--- src/rtl/cpu_sram_bridge.sv ---
// CPU-side front end for spi_sram_master: turns single-byte 6502 accesses into mem_* requests and stalls via cpu_rdy.
// Optional single-entry read cache enabled by defining CPU_SRAM_BRIDGE_RCACHE_EN.
module cpu_sram_bridge #(
  parameter logic [7:0] ADDR_HI = 8'h00
) (
  input  logic        clk,
  input  logic        rst,
  input  logic        en,
  input  logic        cpu_req,
  input  logic        cpu_we,
  input  logic [15:0] cpu_addr,
  input  logic [7:0]  cpu_wdata,
  output logic [7:0]  cpu_rdata,
  output logic        cpu_rdy,
  output logic        cpu_ack,
  input  logic        mem_ready,
  output logic [23:0] mem_addr,
  output logic        mem_en,
  output logic        mem_wr,
  output logic [7:0]  mem_wdata,
  input  logic [7:0]  mem_rdata
);

  typedef enum logic [1:0] {IDLE, ISSUE, WLOW, WHIGH} state_t;

  state_t state;
  logic   hit;
  logic [7:0] hit_data;

`ifdef CPU_SRAM_BRIDGE_RCACHE_EN
  logic [15:0] tag_reg;
  logic [7:0]  data_reg;
  logic        valid_reg;
  logic        done;

  assign hit      = valid_reg && !cpu_we && (tag_reg == cpu_addr);
  assign hit_data = data_reg;
  assign done     = en && (state == WHIGH) && mem_ready;

  // Reads fill from the master; writes are written through with the CPU data.
  always_ff @(posedge clk) begin
    if (rst) begin
      tag_reg   <= 16'h0000;
      data_reg  <= 8'h00;
      valid_reg <= 1'b0;
    end else if (done) begin
      tag_reg   <= mem_addr[15:0];
      data_reg  <= mem_wr ? mem_wdata : mem_rdata;
      valid_reg <= 1'b1;
    end
  end
`else
  assign hit      = 1'b0;
  assign hit_data = 8'h00;
`endif

  always_ff @(posedge clk) begin
    if (rst) begin
      state     <= IDLE;
      mem_en    <= 1'b0;
      mem_addr  <= 24'h000000;
      mem_wr    <= 1'b0;
      mem_wdata <= 8'h00;
      cpu_rdy   <= 1'b1;
      cpu_ack   <= 1'b0;
      cpu_rdata <= 8'h00;
    end else if (en) begin
      cpu_ack <= 1'b0;
      case (state)
        IDLE: begin
          if (cpu_req) begin
            if (hit) begin
              cpu_rdata <= hit_data;
              cpu_ack   <= 1'b1;
            end else begin
              mem_addr  <= {ADDR_HI, cpu_addr};
              mem_wr    <= cpu_we;
              mem_wdata <= cpu_wdata;
              mem_en    <= 1'b1;
              cpu_rdy   <= 1'b0;
              state     <= ISSUE;
            end
          end
        end
        ISSUE: begin
          if (mem_ready) begin
            mem_en <= 1'b0;
            state  <= WLOW;
          end
        end
        // The master drops mem_ready just after accepting, so skip one cycle before looking again.
        WLOW: state <= WHIGH;
        WHIGH: begin
          if (mem_ready) begin
            if (!mem_wr) cpu_rdata <= mem_rdata;
            cpu_rdy <= 1'b1;
            cpu_ack <= 1'b1;
            state   <= IDLE;
          end
        end
        default: state <= IDLE;
      endcase
    end
  end

endmodule

--- config.mk ---
export PLATFORM = sky130hd
export DESIGN_NAME = cpu_sram_bridge
export DESIGN_NICKNAME = d
export VERILOG_FILES = /design/src/rtl/cpu_sram_bridge.sv
export SDC_FILE = /design/constraint.sdc
export NUM_CORES = 1
export LEC_CHECK = 0
export BUFFER_PORTS_ARGS = -buffer_cell sky130_fd_sc_hd__buf_4
export CAP_MARGIN = 20
export CORE_ASPECT_RATIO = 0.7
export CORE_MARGIN = 3
export CORE_UTILIZATION = 30
export CTS_CLUSTER_SIZE = 12
export DETAILED_ROUTE_END_ITERATION = 7
export HOLD_SLACK_MARGIN = 0.02
export PLACE_DENSITY_LB_ADDON = 0.3
export REMOVE_ABC_BUFFERS = 1
export SYNTH_ARGS = -nofsm -noshare
export SYNTH_HDL_FRONTEND = slang
export SYNTH_SLANG_ARGS = --single-unit
--- constraint.sdc ---
create_clock -name clk -period 2.6 [get_ports clk]
set_input_delay 0.39 -clock clk [delete_from_list [all_inputs] [get_ports clk]]
set_output_delay 0.39 -clock clk [all_outputs]
set_load 0.005 [all_outputs]
Yosys cells after proc, flatten, opt, wreduce, memory -nomap -nowiden
Cells that the tools add are included.
{"block": "classes", "n_mux": 12, "eq_ne": 6, "reduce_logical": 8, "bitwise": 1}
{"op": "AND reduction 4 bit", "n": 4}
{"op": "case mux 2 bit (4 select lines)", "n": 1}
{"op": "2-to-1 mux 1 bit", "n": 6}
{"op": "2-to-1 mux 2 bit", "n": 3}
{"op": "!= test 2 bit, second input constant", "n": 3}
{"op": "== test 2 bit, second input constant", "n": 2}
{"op": "case mux 1 bit (2 select lines)", "n": 2}
{"op": "nonzero test 2 bit", "n": 2}
{"op": "AND reduction 3 bit", "n": 1}
{"op": "== test 2 x 1 -> 1 bit, second input constant", "n": 1}
{"op": "zero test 2 bit", "n": 1}
{"op": "inverter 1 bit", "n": 1}
{"block": "word_totals", "wordCells": 35, "ff_bits": 38, "output_inout_bits": 44, "inputBits": 38}

Depth between registers and ports, before layout
{"block": "logic_depth", "word_depth": 3, "mapped_depth": 7, "depth_no_buf": 5}

Worst setup path after synthesis
No wires, ideal clock.
{"block": "synth_timing", "kind": "register to register", "startpoint": "register state[0]", "endpoint": "register mem_addr[9]", "path_buffers": 2, "path_slack_ns": 1.262, "stages_incl_launch_ff": 8, "t_required_ns": 2.469, "period_less_slack_ns": 1.338, "t_arrival_ns": 1.208, "setup_ns": 0.131, "cell_sequence": "dfxtp_1 inv_1 ha_1 and3_1 buf_6 buf_12 nand2_1 a21oi_2"}
{"block": "synth_between", "elab_chain_len": 2}
{"element": "start, declared", "line_no": "26", "text": "state_t state;"}
{"element": "start signal, assigned", "line_no": "59", "text": "state <= IDLE;"}
{"element": "start signal, assigned", "line_no": "81", "text": "state <= ISSUE;"}
{"element": "start signal, assigned", "line_no": "88", "text": "state <= WLOW;"}
{"element": "zero test 2 bit", "line_no": "69", "text": "case (state)"}
{"element": "AND reduction 3 bit (no line)"}
{"element": "end signal, assigned", "line_no": "76", "text": "mem_addr <= {ADDR_HI, cpu_addr};"}
{"element": "end, declared", "line_no": "17", "text": "output logic [23:0] mem_addr,"}
No other way between the ends.
A chain may end at the register's enable or synchronous reset.

Worst setup path in the final report
{"block": "layout_timing", "startpoint": "register state[0]", "endpoint": "register mem_en"}
{"block": "layout_between", "elab_chain_len": 3, "word_cells_on_any_way": 7, "cone_classes": "eq/ne (3); mux (1); reduce/logical (3)"}
{"element": "== test 2 x 1 -> 1 bit / zero test 2 bit (equally long branches)", "line_no": "69"}
{"element": "!= test 2 bit (no line) / nonzero test 2 bit (equally long branches)"}
{"element": "AND reduction 4 bit (no line)"}
{"element": "end signal, assigned", "line_no": "60", "text": "mem_en <= 1'b0;"}
{"element": "end signal, assigned", "line_no": "79", "text": "mem_en <= 1'b1;"}
{"element": "end signal, assigned", "line_no": "87", "text": "mem_en <= 1'b0;"}
{"element": "end, declared", "line_no": "18", "text": "output logic mem_en,"}
Parallel ways exist; a longest one is shown, timed or not.

==> run summary <==
The run finished with clean final reports. The number of detailed-route iterations in the first pass is 4. The share of the Yosys chip area taken by registers is 48.2%.

The clock transition at the registers of the reported paths works out to 0.07 ns. The final worst-path cycle share works out to 63.7%. The class of the tightest hold or removal check is input port to register. TritonCTS built the clock tree.

Timing analysis after detailed placement gives a worst setup slack of 0.937 ns. The maximum clock path buffer count came out at 2. The logs give 0 ns for the setup TNS and 300 uW for the switching power. For the static leakage, the log shows 0.952 nW. After the first detailed-routing iteration, the DRC count stood at 50. The floorplan step defined a die boundary enclosing 6180 um2. In this run the cell area of the synthesized design comes to 1580 um2. For the pin with the worst max-slew slack, the measured transition is 0.529 ns. Count of state elements after synthesis: 38. The core region is 4940 um2.

Total power for the finished layout comes to 1.31 mW. Once the floorplan was initialized, standard cells occupied 32.0% of the core. The tools report the endpoint type of the worst setup path as a register.

The number of enable flip-flop cells after synthesis came out at 0. After synthesis, the mean cell area works out to 8.49 um2. The tools report the initial antenna violation count as 0. Setup repair after global routing left no endpoint under its margin.

In this run, the combinational gates consume 13.9% of the power. In this run the post-CTS setup repair buffer count came out at 0. For this design the top-level I/O count stands at 82. In this run the clock root is driven by a sky130_fd_sc_hd__clkbuf_8. The number of hold buffers added after CTS is 0. The achievable clock frequency came out at 0.604 GHz.

In the synthesized netlist the dominant register cell turns out to be sky130_fd_sc_hd__dfxtp_1. The repair_antennas step left the layout with diodes totalling 0. The area growth from synthesis to final layout is 39.9%. The data arrival time of the critical path came out at 1.87 ns. The clock network is responsible for 38.3% of the overall power. The Yosys step of the flow raised 0 warnings. The later-pin clock latency in the skew report was 0.28 ns; the total count of max-transition violations in the final report was 0. The cell count after synthesis came out at 186. Hold violation total from the final report: 0. The worst hold slack is 0.347 ns. The post-route netlist has 36.5% of its cells at a drive strength greater than 1.

The vias after detailed routing was 1,394; the power density of the placed cells was 594 nW/um2. The kind of launch point of the worst setup path is a register. The logs give 0.945 ns for the smallest setup slack after layout and 38 for the number of clock sinks.

The congestion estimate from routability-driven global placement came to 0.761. In the final design database the tool counted 297 nets. Relative slew slack: 64.7%.

The number of global-route vias before repair is 1,325, and the largest net degree at the start of global routing is 40. The die outline height came out at 66.7 um. The tool flagged a number of max-cap violations equal to 0.

The first global-routing pass estimated 6060 um of wire. The total overflow left after global routing is 0. After synthesis, the share of flip-flops with an asynchronous set or reset is 0%. Number of cells upsized or downsized after cts: 0.

For the wire length reported by the detailed router, the log shows 3750 um. Internal power comes to 1.01 mW. The level count of the clock H-tree is 2. In this run, distinct cell masters in the synthesized netlist total 26. The worst setup path is of the register to register kind.

The clock skew after layout was 0.00640 ns; the number of port buffers was 73. Number of core rows: 21. The logs give 2670 um for the post-DP HPWL and 2.82 ns for the worst path required time.

VDD sags by at most 247 uV. The count of nets left with antenna violations once routing finished came out at 0. For this run, design rule violations remaining after detail routing come to 0. The tools report the relative contribution of sequential cells to total power as 47.8%.

The switching share of power is 22.8%. The setup violation total in the final timing report was 0; the total CTS buffers was 5. Once layout is complete, the utilization of the core stands at 44.7%.

Dividing the detail-routed wire length by the instance count gives 11.6 um. Largest fanout of any net on the critical path: 17. Global routing used 12.4% of the available tracks.

In this run the horizontal extent of the chip is 92.7 um. Per-cell via count in the routed design: 4.30. The final period demand of the worst path works out to 1.66 ns.
power groups by stage:
stage	logic (mW)	registers [mW]	clock network (mW)
4_1_cts	0.186	0.628	0.523
6_report	0.183	0.628	0.503
3_5_place_dp	0.185	0.641	0
3_3_place_gp	0.185	0.642	0
2_1_floorplan	0.0700	0.641	0
5_1_grt	0.209	0.633	0.542
logic make-up after synthesis:
family	synth area share [%]
buf+inv	9.98
other cells	0.237
fa+ha+maj	3.17
compound gates	18.0
simple gates	20.4
flops	48.2
per-stage QoR:
stage	area, um2	std cells
after CTS	2210	324
final	2210	324
after global placement	2100	317
after global routing	2210	324
after floorplan	1460	174
after detailed placement	2100	317
path summary, 6_finish.rpt:
kind / startpoint / end / slack (ns) / depth (start not counted)
hold reg to reg: cpu_rdata[3]$_SDFFE_PP0P_ / cpu_rdata[3]$_SDFFE_PP0P_ / 0.46 / 2
setup / recovery: state[0]$_SDFFE_PP0P_ / mem_en$_SDFFE_PP0P_ / 0.94 / 6
setup reg to reg: state[0]$_SDFFE_PP0P_ / mem_en$_SDFFE_PP0P_ / 0.94 / 6
hold / removal: mem_rdata[0] / cpu_rdata[0]$_SDFFE_PP0P_ / 0.35 / 3
cell usage after synthesis, drive strengths merged (2+ instances only):
library cell / number / share of area [%]
nor2b: 2 / 0.79
ha: 4 / 3.2
o21bai: 2 / 0.95
inv: 2 / 0.48
a21oi: 37 / 14
nand2: 67 / 16
o21ai: 2 / 0.63
nand3: 2 / 0.95
dfxtp: 38 / 48
buf: 18 / 9.3
nand2b: 3 / 1.2
sequential cells by signal, indices dropped and copies added (netlist names):
signal	cells
cpu_rdata	8
cpu_rdy	1
cpu_ack	1
mem_wdata	8
mem_wr	1
mem_en	1
mem_addr	16
state	2
critical path, cell delays in order (launching register included):
cell and delay [ns]:
sky130_fd_sc_hd__dfxtp_1 0.35, sky130_fd_sc_hd__inv_1 0.09, sky130_fd_sc_hd__ha_1 0.23, sky130_fd_sc_hd__and3_1 0.41, sky130_fd_sc_hd__buf_4 0.29, sky130_fd_sc_hd__o21bai_1 0.08
sky130_fd_sc_hd__a21oi_1 0.13
final cells by class:
cell class,instances,area [um2]
clock buffer,6,82.6
sequential,38,761
timing repair buffer,74,556
fill,524,2730
multi-input combinational,134,687
inverter,2,7.51
tap,69,86.3
clock inverter,1,30.0
routing by layer:
layer  global-route usage (%)  part of all wire, %  vias up  wire [um]
met5                        0                    0        -          0
met4                     3.84                 0.59        0         22
met3                     4.74                  9.7        3        362
met2                     19.7                   43       46       1600
met1                     15.7                   47      619       1760
li1                         -                    -      726          -
cell usage in the layout, fill, tap and decap left out:
| cell | n |
|---|---|
| sky130_fd_sc_hd__bufinv_16 | 1 |
| sky130_fd_sc_hd__buf_4 | 74 |
| sky130_fd_sc_hd__inv_1 | 2 |
| sky130_fd_sc_hd__o21bai_1 | 2 |
| sky130_fd_sc_hd__nand3_2 | 1 |
| sky130_fd_sc_hd__ha_1 | 4 |
| sky130_fd_sc_hd__dfxtp_1 | 38 |
| sky130_fd_sc_hd__nand2_1 | 67 |
| sky130_fd_sc_hd__nor2b_1 | 2 |
| sky130_fd_sc_hd__o211ai_1 | 1 |
| sky130_fd_sc_hd__a31oi_1 | 1 |
| sky130_fd_sc_hd__o21ai_0 | 2 |
| sky130_fd_sc_hd__conb_1 | 8 |
| sky130_fd_sc_hd__a21oi_2 | 11 |
| sky130_fd_sc_hd__nand2b_1 | 3 |
| sky130_fd_sc_hd__and3_1 | 1 |
| sky130_fd_sc_hd__nand4b_1 | 1 |
| sky130_fd_sc_hd__clkbuf_8 | 6 |
| sky130_fd_sc_hd__a311oi_1 | 1 |
| sky130_fd_sc_hd__a41o_1 | 1 |
| sky130_fd_sc_hd__nand3_1 | 1 |
| sky130_fd_sc_hd__and4b_1 | 1 |
| sky130_fd_sc_hd__a21oi_1 | 26 |
(Power assumes the default switching activity.)
